==> src/rtl/sensor_frame_pkg.sv <==
// Shared types and helpers for the sensor frame receiver.
// Contents:
//   rx_state_t      - receiver FSM state encoding
//   FRAME_DATA_BITS - payload width of one frame
//   FRAME_CRC_BITS  - CRC width of one frame
//   crc8_step       - one bit-serial CRC-8 update (MSB-first, x^8 implicit)
package sensor_frame_pkg;

    typedef enum logic [1:0] {
        IDLE = 2'd0,
        DATA = 2'd1,
        CRC  = 2'd2,
        STOP = 2'd3
    } rx_state_t;

    localparam int FRAME_DATA_BITS = 8;
    localparam int FRAME_CRC_BITS  = 8;

    // Feedback is the outgoing MSB xor the incoming bit; it selects the polynomial.
    function automatic logic [7:0] crc8_step(
        input logic [7:0] crc,
        input logic       bit_in,
        input logic [7:0] poly
    );
        logic fb_s;
        fb_s = crc[7] ^ bit_in;
        return {crc[6:0], 1'b0} ^ (fb_s ? poly : 8'h00);
    endfunction

endpackage

==> src/rtl/crc8_serial.sv <==
// Bit-serial CRC-8 LFSR.
// Ports:
//   clk    - clock, rising edge
//   reset  - synchronous active-high reset, loads INIT
//   init   - reload register with INIT (takes priority over en)
//   en     - advance the LFSR by one bit
//   bit_in - serial bit fed into the CRC
//   crc    - current CRC register value
module crc8_serial
    import sensor_frame_pkg::*;
#(
    parameter logic [7:0] POLY = 8'h07,
    parameter logic [7:0] INIT = 8'h00
) (
    input  logic       clk,
    input  logic       reset,
    input  logic       init,
    input  logic       en,
    input  logic       bit_in,
    output logic [7:0] crc
);

    // CRC register: reload on reset/init, otherwise step on each enabled bit
    always_ff @(posedge clk) begin
        if (reset) begin
            crc <= INIT;
        end else if (init) begin
            crc <= INIT;
        end else if (en) begin
            crc <= crc8_step(crc, bit_in, POLY);
        end else begin
            crc <= crc;
        end
    end

endmodule

==> src/rtl/sensor_frame_rx.sv <==
// Serial sensor frame receiver: start bit, 8 data bits, 8 CRC bits, stop bit,
// all MSB first, sampled on bit_valid. CRC-8 is computed over the data bits
// while they arrive and presented to the downstream checker with the frame.
// Ports:
//   clk, reset   - clock and synchronous active-high reset
//   serial_in    - line data, idles high
//   bit_valid    - sample strobe for serial_in
//   dado_out     - data byte of the last good frame
//   crc_out      - received CRC byte of the last good frame
//   crc_calc     - locally computed CRC over dado_out
//   frame_valid  - one-cycle pulse when the three bytes above update
//   crc_ok       - crc_calc == crc_out, updated with frame_valid
//   frame_err    - one-cycle pulse on bad stop bit or inter-bit timeout
//   busy         - high whenever a frame is in progress
module sensor_frame_rx
    import sensor_frame_pkg::*;
#(
    parameter logic [7:0] POLY    = 8'h07,
    parameter logic [7:0] INIT    = 8'h00,
    parameter int         TIMEOUT = 64
) (
    input  logic       clk,
    input  logic       reset,
    input  logic       serial_in,
    input  logic       bit_valid,
    output logic [7:0] dado_out,
    output logic [7:0] crc_out,
    output logic [7:0] crc_calc,
    output logic       frame_valid,
    output logic       crc_ok,
    output logic       frame_err,
    output logic       busy
);

    localparam int              TO_W      = $clog2(TIMEOUT + 1);
    localparam logic [TO_W-1:0] TO_LIMIT  = TO_W'(TIMEOUT);
    localparam logic [2:0]      DATA_LAST = 3'(FRAME_DATA_BITS - 1);
    localparam logic [2:0]      CRC_LAST  = 3'(FRAME_CRC_BITS - 1);

    rx_state_t       state_r, state_next_s;
    logic [2:0]      bit_cnt_r, bit_cnt_next_s;
    logic [TO_W-1:0] to_cnt_r, to_cnt_next_s;
    logic [7:0]      data_sr_r;
    logic [7:0]      crcrx_sr_r;
    logic [7:0]      crc_run_s;
    logic            crc_init_s;
    logic            crc_en_s;
    logic            data_shift_s;
    logic            crcrx_shift_s;
    logic            good_s;
    logic            bad_s;
    logic            timeout_s;

    crc8_serial #(
        .POLY (POLY),
        .INIT (INIT)
    ) u_crc (
        .clk    (clk),
        .reset  (reset),
        .init   (crc_init_s),
        .en     (crc_en_s),
        .bit_in (serial_in),
        .crc    (crc_run_s)
    );

    // Stall detection: the counter has seen TIMEOUT strobe-less cycles inside a frame
    always_comb begin
        timeout_s = 1'b0;
        if ((state_r != IDLE) && (to_cnt_r == TO_LIMIT)) begin
            timeout_s = 1'b1;
        end else begin
            timeout_s = 1'b0;
        end
    end

    // Next-state and datapath control; a timeout wins over a coincident strobe
    always_comb begin
        state_next_s   = state_r;
        bit_cnt_next_s = bit_cnt_r;
        crc_init_s     = 1'b0;
        crc_en_s       = 1'b0;
        data_shift_s   = 1'b0;
        crcrx_shift_s  = 1'b0;
        good_s         = 1'b0;
        bad_s          = 1'b0;
        if ((state_r == IDLE) || bit_valid || timeout_s) begin
            to_cnt_next_s = '0;
        end else begin
            to_cnt_next_s = to_cnt_r + TO_W'(1);
        end
        case (state_r)
            IDLE: begin
                if (bit_valid && !serial_in) begin
                    state_next_s   = DATA;
                    crc_init_s     = 1'b1;
                    bit_cnt_next_s = 3'd0;
                end else begin
                    state_next_s = IDLE;
                end
            end
            DATA: begin
                if (timeout_s) begin
                    bad_s        = 1'b1;
                    state_next_s = IDLE;
                end else if (bit_valid) begin
                    data_shift_s   = 1'b1;
                    crc_en_s       = 1'b1;
                    bit_cnt_next_s = bit_cnt_r + 3'd1;
                    if (bit_cnt_r == DATA_LAST) begin
                        state_next_s = CRC;
                    end else begin
                        state_next_s = DATA;
                    end
                end else begin
                    state_next_s = DATA;
                end
            end
            CRC: begin
                if (timeout_s) begin
                    bad_s        = 1'b1;
                    state_next_s = IDLE;
                end else if (bit_valid) begin
                    crcrx_shift_s  = 1'b1;
                    bit_cnt_next_s = bit_cnt_r + 3'd1;
                    if (bit_cnt_r == CRC_LAST) begin
                        state_next_s = STOP;
                    end else begin
                        state_next_s = CRC;
                    end
                end else begin
                    state_next_s = CRC;
                end
            end
            STOP: begin
                if (timeout_s) begin
                    bad_s        = 1'b1;
                    state_next_s = IDLE;
                end else if (bit_valid) begin
                    // A low stop bit is a framing error, never a new start bit
                    if (serial_in) begin
                        good_s = 1'b1;
                    end else begin
                        bad_s = 1'b1;
                    end
                    state_next_s = IDLE;
                end else begin
                    state_next_s = STOP;
                end
            end
            default: begin
                state_next_s = IDLE;
            end
        endcase
    end

    // Control state, counters and shift registers
    always_ff @(posedge clk) begin
        if (reset) begin
            state_r    <= IDLE;
            bit_cnt_r  <= 3'd0;
            to_cnt_r   <= '0;
            data_sr_r  <= 8'h00;
            crcrx_sr_r <= 8'h00;
        end else begin
            state_r   <= state_next_s;
            bit_cnt_r <= bit_cnt_next_s;
            to_cnt_r  <= to_cnt_next_s;
            if (data_shift_s) begin
                data_sr_r <= {data_sr_r[6:0], serial_in};
            end else begin
                data_sr_r <= data_sr_r;
            end
            if (crcrx_shift_s) begin
                crcrx_sr_r <= {crcrx_sr_r[6:0], serial_in};
            end else begin
                crcrx_sr_r <= crcrx_sr_r;
            end
        end
    end

    // Registered outputs; frame bytes only change on a good stop bit
    always_ff @(posedge clk) begin
        if (reset) begin
            dado_out    <= 8'h00;
            crc_out     <= 8'h00;
            crc_calc    <= INIT;
            crc_ok      <= 1'b0;
            frame_valid <= 1'b0;
            frame_err   <= 1'b0;
            busy        <= 1'b0;
        end else begin
            frame_valid <= good_s;
            frame_err   <= bad_s;
            busy        <= (state_next_s != IDLE);
            if (good_s) begin
                dado_out <= data_sr_r;
                crc_out  <= crcrx_sr_r;
                crc_calc <= crc_run_s;
                crc_ok   <= (crc_run_s == crcrx_sr_r);
            end else begin
                dado_out <= dado_out;
                crc_out  <= crc_out;
                crc_calc <= crc_calc;
                crc_ok   <= crc_ok;
            end
        end
    end

endmodule

==> config.mk <==
export PLATFORM = sky130hd
export DESIGN_NAME = sensor_frame_rx
export DESIGN_NICKNAME = d
export VERILOG_FILES = /design/src/rtl/sensor_frame_pkg.sv /design/src/rtl/crc8_serial.sv /design/src/rtl/sensor_frame_rx.sv
export SDC_FILE = /design/constraint.sdc
export NUM_CORES = 1
export LEC_CHECK = 0
export CAP_MARGIN = 20
export CORE_MARGIN = 2
export CORE_UTILIZATION = 55
export DETAILED_ROUTE_END_ITERATION = 7
export HOLD_SLACK_MARGIN = 0.02
export PLACE_DENSITY = 0.84
export RECOVER_POWER = 100
export SYNTH_ARGS = -nofsm -noshare
export SYNTH_HDL_FRONTEND = slang
export SYNTH_HIERARCHICAL = 1
export SYNTH_SLANG_ARGS = --single-unit
==> constraint.sdc <==
create_clock -name clk -period 4.3 [get_ports clk]
set_clock_uncertainty 0.05 [all_clocks]
set_input_delay 1.075 -clock clk [delete_from_list [all_inputs] [get_ports clk]]
set_output_delay 1.075 -clock clk [all_outputs]
set_load 0.01 [all_outputs]
Yosys cells after proc, flatten, opt, wreduce, memory -nomap -nowiden
Index checks and enable logic that the tools add are counted.
{ "word_totals": {"mem_bits_rw": 0, "output_inout_bits": 28, "input_bits": 4, "mem_count": 0, "latch_bits": 0, "romBits": 0, "word_cells": 70, "register_bits": 64} }
{ "op_classes": {"magnitude_cmp": 0, "n_addsub": 2, "mux": 31, "mul": 0, "eq_ne": 9, "div": 0, "n_bitwise": 2, "n_reduce_logical": 13, "shifts": 0} }
{ "ops": {"columns": ["op", "n"], "rows": [
  ["1-bit two-way mux", 17],
  ["2-bit two-way mux", 7],
  ["3-bit two-way mux", 4],
  ["8-bit == test", 1],
  ["2-bit one-hot mux with 4 select lines", 1],
  ["8-bit XOR", 1],
  ["7-bit by 1-bit adder with 7-bit output, second input constant", 1],
  ["7-bit == test, second input constant", 1],
  ["3-bit one-hot mux with 2 select lines", 1],
  ["2-bit nonzero test", 3],
  ["2-bit OR reduction", 3],
  ["2-bit == test, second input constant", 2],
  ["2-bit by 1-bit != test with 1-bit output, second input constant", 2],
  ["4-bit AND reduction", 1],
  ["3-bit by 1-bit adder with 3-bit output, second input constant", 1],
  ["3-bit == test, second input constant", 1],
  ["2-bit by 1-bit == test with 1-bit output, second input constant", 1],
  ["1-bit logical AND", 2],
  ["2-bit logical NOT", 1],
  ["1-bit logical OR", 2],
  ["2-bit != test, second input constant", 1],
  ["1-bit one-hot mux with 2 select lines", 1],
  ["1-bit logical NOT", 1],
  ["1-bit XOR", 1]
]} }

Logic depth before layout (Yosys ltp)
Gate-level depths: netlist of run 1.
{ "logic_depth": {"word_depth": 6, "mapped_depth": 9, "ltp_nobuf": 7} }

Modules after synthesis
Netlist of run 1, hierarchy kept.
{ "modules_own_cells": {"columns": ["mod", "n_inst", "cells_each", "area_each_um2", "seq_area_each_um2"], "rows": [
  ["sensor_frame_rx", 1, 227, 2339.7, 1121.1],
  ["crc8_serial", 1, 34, 344.1, 160.2]
]} }

Worst setup path before layout of run 1
Ideal clock, no wire load.
{ "synth_timing": {"path_type": "input -> register", "start": "input bit_valid", "end": "register crc_calc[5]", "required_ps": 4122, "n_path_buf": 2, "setup_slack_ps": 2023, "setup_ps": 128, "arrival_time_ps": 2100, "stages": 6, "cell_sequence": "buf_2 > nand3_1 > a21oi_4 > buf_6 > mux2i_1 > nor2_1"} }
{ "synth_between": {"elab_chain_len": 3} }
{ "synth_lines": {"columns": ["item", "line_no", "rtl"], "rows": [
  ["start, declared", "sensor_frame_rx.sv:25", "input logic bit_valid,"],
  ["1-bit two-way mux", "sensor_frame_rx.sv:138", "end else if (bit_valid) begin"],
  ["1-bit two-way mux", "sensor_frame_rx.sv:135", "if (timeout_s) begin"],
  ["1-bit two-way mux", "sensor_frame_rx.sv:91", "case (state_r)"],
  ["end signal, assigned", "sensor_frame_rx.sv:198", "crc_calc <= crc_run_s;"],
  ["end signal, assigned", "sensor_frame_rx.sv:203", "crc_calc <= crc_calc;"],
  ["end, declared", "sensor_frame_rx.sv:28", "output logic [7:0] crc_calc,"]
]} }
Every way passes these cells.
A chain may end at the register's enable or synchronous reset.

Worst setup path after layout of run 1
{ "layout_timing": {"start": "input reset", "end": "register crc_calc[6]"} }
{ "layout_rtl": {"columns": ["item", "line_no", "rtl"], "rows": [
  ["start, declared", "sensor_frame_rx.sv:23", "input logic reset,"]
]} }
No word-level cell between the ends.

==> flow_metrics.tcl, run 1 <==
set metrics [dict create \
    cts_num_sinks 64 \
    drt_iter0_drc 124 \
    synthFlopType "dfxtp_1" \
    setup_tns_ns 0 \
    cap_violations 0 \
    clock.fmax_mhz 321 \
    cts_buffers 9 \
    drive_above_1_share_pct 8.36 \
    initial_utilization_pct 56.8 \
    clk_pin_slew_ns 0.07 \
    hold_viol 0 \
    path_max_fanout 34 \
    gp_congestion 0.864 \
    std_cell_rows 25 \
    drv_slew 0 \
    avgSynthCellArea_um2 10.3 \
    worstHoldPathType "flop to flop" \
    switching_share_pct 20.7 \
    crit_slowest_cell "clkbuf_1" \
    dieArea_um2 5450 \
    cp_cell_sequence "dlygate4sd3_1 -> clkbuf_1 -> nor2_1" \
    seqPwrFrac_pct 49.1 \
    grt_antenna_before_repair 0 \
    cts_setup_buffers 0 \
    mostFrequentLayoutCells "dfxtp_1 (64), nor2_1 (54), mux2i_1 (46)" \
    dr.max_layer_used "met4" \
    setup_viol 0 \
    drt_first_pass_iters 4 \
    num_io_pins 32 \
    final_cells 366 \
    rsz0062_at_grt "no" \
    wl_met3_um 168 \
    worst_pin_slew_ns 1.39 \
    mostFrequentLayoutCell "dfxtp_1" \
    io_buffers 31 \
    overflow 0 \
    h-tree-depth 3 \
    synth_area_um2 2680 \
    via_count 1941 \
    dp.cells 349 \
    p_leak_nw 1.41 \
    cts_resized 0 \
    fin_nets 307 \
    synthToLayoutAreaGrowth_pct 21.0 \
    dr_wl_met2_um 2200 \
    max_stage_delay_ns 1.08 \
    worstPathRequired_ns 4.42 \
    cts_tree "built" \
    clock_tree.root_cell "clkbuf_8" \
    power.density_nw_per_um2 374 \
    n_antenna_cell 0 \
    clk_path_buf_depth 2 \
    crit_path_start_kind "input pin" \
    maxSlewHeadroom_pct 7.33 \
    coreArea_um2 4720 \
    die_x_um 73.9 \
    synth_edf_count 0 \
    crit_path_end_kind "flop" \
    grt_max_degree 35 \
    critPathKind "input pin to flop" \
    syn-num-nets 274 \
    grt_pass1_vias 1790 \
    finalCritPeriodShare_pct 72.4 \
    async_flop_share_pct 0 \
    die_y_um 73.9 \
    synth_seq_area_share_pct 47.7 \
    ant_nets 0 \
    combPwrFrac_pct 2.9 \
    drt-met1-wl_um 2360 \
    synth.distinct_cells 42 \
    grt_pass1_wl_um 8180 \
    clk_latency_ns 0.35 \
    holdBufCountCts 0 \
    drt_wl_total_um 4860 \
    pwr-share-clk_pct 48.0 \
    synthCells 261 \
    vdd_drop_max_mv 0.189 \
    grt_util_all_layers_pct 20.3 \
    status "complete, no violations" \
    viasPerCell 5.30 \
    yosys_warnings 6 \
    avgRoutedWirePerCell_um 13.3 \
    ys_ff_latch 64 \
    dp_hpwl_um 3350 \
    fillers 367 \
    drc 0 \
    arrival_ns 3.23 \
    period_minus_slack_ns 3.11 \
    p_sw_uw 252 \
    p_int_uw 963 \
]
## sequential cells by signal, summed over array words and instances, names as in the netlist, 2 cells and up
signal and cells:
crc_calc 8, to_cnt_r 7, crcrx_sr_r 8, data_sr_r 8
state_r 2, bit_cnt_r 3, crc_out 8, dado_out 8
u_crc/crc 8
## metal layers
layer	vias up	track usage, %
met5	-	0
li1	958	-
met2	44	31.8
met4	0	11.7
met1	931	25.5
met3	8	4.53
## cell families after synthesis
family,after synthesis,share of synthesized area [%]
AO/OA/AOI/OAI,17,5.22
flip-flops,64,47.7
AND/OR/NAND/NOR,91,16.7
XOR/XNOR,15,4.89
multiplexers,47,17.6
buffers and inverters,18,3.64
adder cells (fa/ha/maj),9,4.20
## cell type report
class | count | area [µm²] | area share [%]
multi-input combinational | 179 | 1310 | 40.2
clock buffer | 11 | 151 | 4.66
sequential | 64 | 1280 | 39.4
clock inverter | 5 | 78.8 | 2.43
tap | 67 | 83.8 | 2.58
inverter | 6 | 22.5 | 0.693
timing repair buffer | 34 | 325 | 10.0
## worst paths after layout
kind / startpoint / endpoint / slack (ns) / cells after the start
worst max-delay path: reset / crc_calc[6] / 1.19 / 3
worst min-delay path: to_cnt_r[0] / to_cnt_r[0] / 0.42 / 1
worst max register to register: state_r[0] / u_crc/crc[4] / 1.56 / 8
worst min register to register: to_cnt_r[0] / to_cnt_r[0] / 0.42 / 1
## worst max-delay path: cells and delay by family
family,cells,cell delay (ns)
buffers and inverters,2,2.01
AND/OR/NAND/NOR,1,0.14
## power groups by stage
stage,Combinational [mW],Sequential [mW],Clock (mW)
after global routing,0.0382,0.597,0.615
final,0.0347,0.597,0.584
after CTS,0.0356,0.597,0.592
after floorplan,0.0264,0.610,0
after detailed placement,0.0354,0.610,0
after global placement,0.0349,0.610,0
## stage by stage
| step | worst slack, ns | instance area (µm²) | utilization (%) | total power, mW | hold slack (ns) |
|---|---|---|---|---|---|
| after detailed placement | 1.10 | 3020 | 63.9 | 0.646 | 0.400 |
| after global routing | 0.988 | 3250 | 68.8 | 1.25 | 0.453 |
| after global placement | 1.17 | 3020 | 63.9 | 0.645 | 0.391 |
| after floorplan | 2.02 | 2680 | - | 0.636 | 0.376 |
| final | 1.19 | 3250 | 68.8 | 1.22 | 0.420 |
| after CTS | 1.40 | 3250 | 68.8 | 1.22 | 0.421 |
## cell usage after synthesis (2+ instances only)
| library cell | n | area, µm² |
|---|---|---|
| a21oi_1 | 6 | 30.0 |
| a22o_1 | 2 | 17.5 |
| and3_1 | 3 | 18.8 |
| buf_2 | 3 | 15.0 |
| buf_6 | 3 | 33.8 |
| clkbuf_1 | 5 | 18.8 |
| dfxtp_1 | 64 | 1280 |
| ha_1 | 9 | 113 |
| inv_1 | 5 | 18.8 |
| mux2i_1 | 46 | 460 |
| nand2_1 | 4 | 15.0 |
| nand3_1 | 6 | 30.0 |
| nand3b_1 | 2 | 15.0 |
| nand4_1 | 2 | 12.5 |
| nand4b_1 | 2 | 17.5 |
| nor2_1 | 54 | 203 |
| nor2b_1 | 3 | 18.8 |
| nor3_1 | 3 | 15.0 |
| nor4_1 | 3 | 18.8 |
| xnor2_1 | 4 | 35.0 |
| xor2_1 | 11 | 96.3 |
(Power assumes the default switching activity.)
==> run 2: changes to the inputs <==
==> constraint.sdc (replaced) <==
create_clock -name clk -period 3 [get_ports clk]
set_clock_uncertainty 0.05 [all_clocks]
set_input_delay 0.75 -clock clk [delete_from_list [all_inputs] [get_ports clk]]
set_output_delay 0.75 -clock clk [all_outputs]
set_load 0.01 [all_outputs]
==> run 2 against run 1 <==
  * Power up 43%
  * Largest power group unchanged
  * Core utilization down 0.16 points
  * Count of clock-buffer cells in the layout down 1
  * Critical endpoint is now crcrx_sr_r[2]
==> flow_metrics.tcl, run 2 (synthesized netlist as in run 1, its figures left out) <==
set metrics [dict create \
    status "complete, no violations" \
    drt_wl_total_um 4580 \
    critPathKind "flop to flop" \
    place_ws_ns 0.432 \
    cp_cell_sequence "inv_1 -> ha_1 -> nand4bb_2 -> o211ai_1 -> mux2i_1 -> nor2_1" \
    grt_max_degree 35 \
    coreArea_um2 4720 \
    crit_path_start_kind "flop" \
    rsz0062_at_grt "no" \
    grt_antenna_before_repair 0 \
    cts_tree "built" \
    dieArea_um2 5450 \
    clock_tree.root_cell "clkbuf_8" \
    period_minus_slack_ns 2.31 \
    die_y_um 73.9 \
    finalCritPeriodShare_pct 76.9 \
    overflow 0 \
    h-tree-depth 3 \
    num_io_pins 32 \
    avgRoutedWirePerCell_um 12.5 \
    mostFrequentLayoutCell "dfxtp_1" \
    grt_pass1_vias 1652 \
    via_count 1869 \
    n_antenna_cell 0 \
    vdd_drop_max_mv 0.399 \
    final_cells 367 \
    drc 0 \
    setup_tns_ns 0 \
    power_mw 1.73 \
    holdBufCountCts 0 \
    clk_path_buf_depth 2 \
    crit_path_end_kind "flop" \
    fin_nets 308 \
    drv_slew 0 \
    dp.cells 351 \
    std_cell_rows 25 \
    regToRegSetupSlack_ns 0.69 \
    clk_latency_ns 0.33 \
    reg2regPathDepth 6 \
    final_core_util_pct 68.6 \
    gp_congestion 0.873 \
    seqCellArea_um2 1280 \
    clk_pin_slew_ns 0.07 \
    arrival_ns 2.47 \
    die_x_um 73.9 \
    drt_iter0_drc 128 \
    p_leak_nw 1.40 \
    cts_setup_buffers 0 \
    ant_nets 0 \
    mostFrequentLayoutCells "dfxtp_1 (64), nor2_1 (54), mux2i_1 (46)" \
    setup_slack_ns 0.693 \
    grt_util_all_layers_pct 18.5 \
    multi_input_area_um2 1270 \
    crit_slowest_cell "o211ai_1" \
    worstHoldPathType "flop to flop" \
    setup_viol 0 \
    grt_pass1_wl_um 7650 \
    io_buffers 31 \
    cap_violations 0 \
    hold_viol 0 \
    fillers 385 \
    cts_num_sinks 64 \
    power.density_nw_per_um2 535 \
    maxSlewHeadroom_pct 35.3 \
    worst_pin_slew_ns 0.966 \
    synthToLayoutAreaGrowth_pct 20.7 \
    cts_buffers 9 \
    worstPathRequired_ns 3.16 \
    initial_utilization_pct 56.8 \
    cts_resized 0 \
    worstHoldPathCells 1 \
    viasPerCell 5.09 \
    dp_hpwl_um 3090 \
    max_stage_delay_ns 0.81 \
    drt_first_pass_iters 4 \
    clock.fmax_mhz 433 \
    path_max_fanout 8 \
    drive_above_1_share_pct 8.33 \
]
[run 2: changes by cell type in the layout (fill, tap and decap cells not counted), sizes merged]
cell,change
buf,+2
clkbuf,-2
clkdlybuf4s50,+1
clkinv,-3
clkinvlp,+3
dlygate4sd3,-1
inv,+1
[run 2: routing by layer]
layer	routed length (µm)	global-route usage [%]
met4	104	10.3
met2	1950	25.1
met3	153	3.70
met1	2380	26.9
met5	0	0
[run 2: cell type report]
| type | instances | area share [%] |
|---|---|---|
| tap | 67 | 2.59 |
| clock inverter | 6 | 2.82 |
| sequential | 64 | 39.5 |
| multi-input combinational | 179 | 39.3 |
| inverter | 6 | 0.695 |
| timing repair buffer | 35 | 10.8 |
| clock buffer | 10 | 4.25 |
[run 2: critical path, delay by kind of cell (launching register included)]
kind / cells / cell delay, ns
fa+ha+maj: 1 / 0.26
compound gates: 1 / 0.81
buf+inv: 1 / 0.09
simple gates: 2 / 0.34
flops: 1 / 0.36
mux: 1 / 0.27
[run 2: path summary, 6_finish.rpt]
kind / startpoint / to
max: state_r[0] / crcrx_sr_r[2]
min: to_cnt_r[0] / to_cnt_r[0]
max reg2reg: state_r[0] / crcrx_sr_r[2]
min reg2reg: to_cnt_r[0] / to_cnt_r[0]
[run 2: through the flow]
stage	hold WS, ns	area [µm²]
after floorplan	0.376	2680
after global placement	0.387	3050
after detailed placement	0.410	3050
after CTS	0.423	3270
after global routing	0.447	3240
final	0.419	3240
[run 2: power breakdown]
part | switching [mW] | total, mW | internal, mW
registers | 0.00256 | 0.855 | 0.852
logic | 0.0323 | 0.0506 | 0.0183
clock network | 0.334 | 0.827 | 0.493
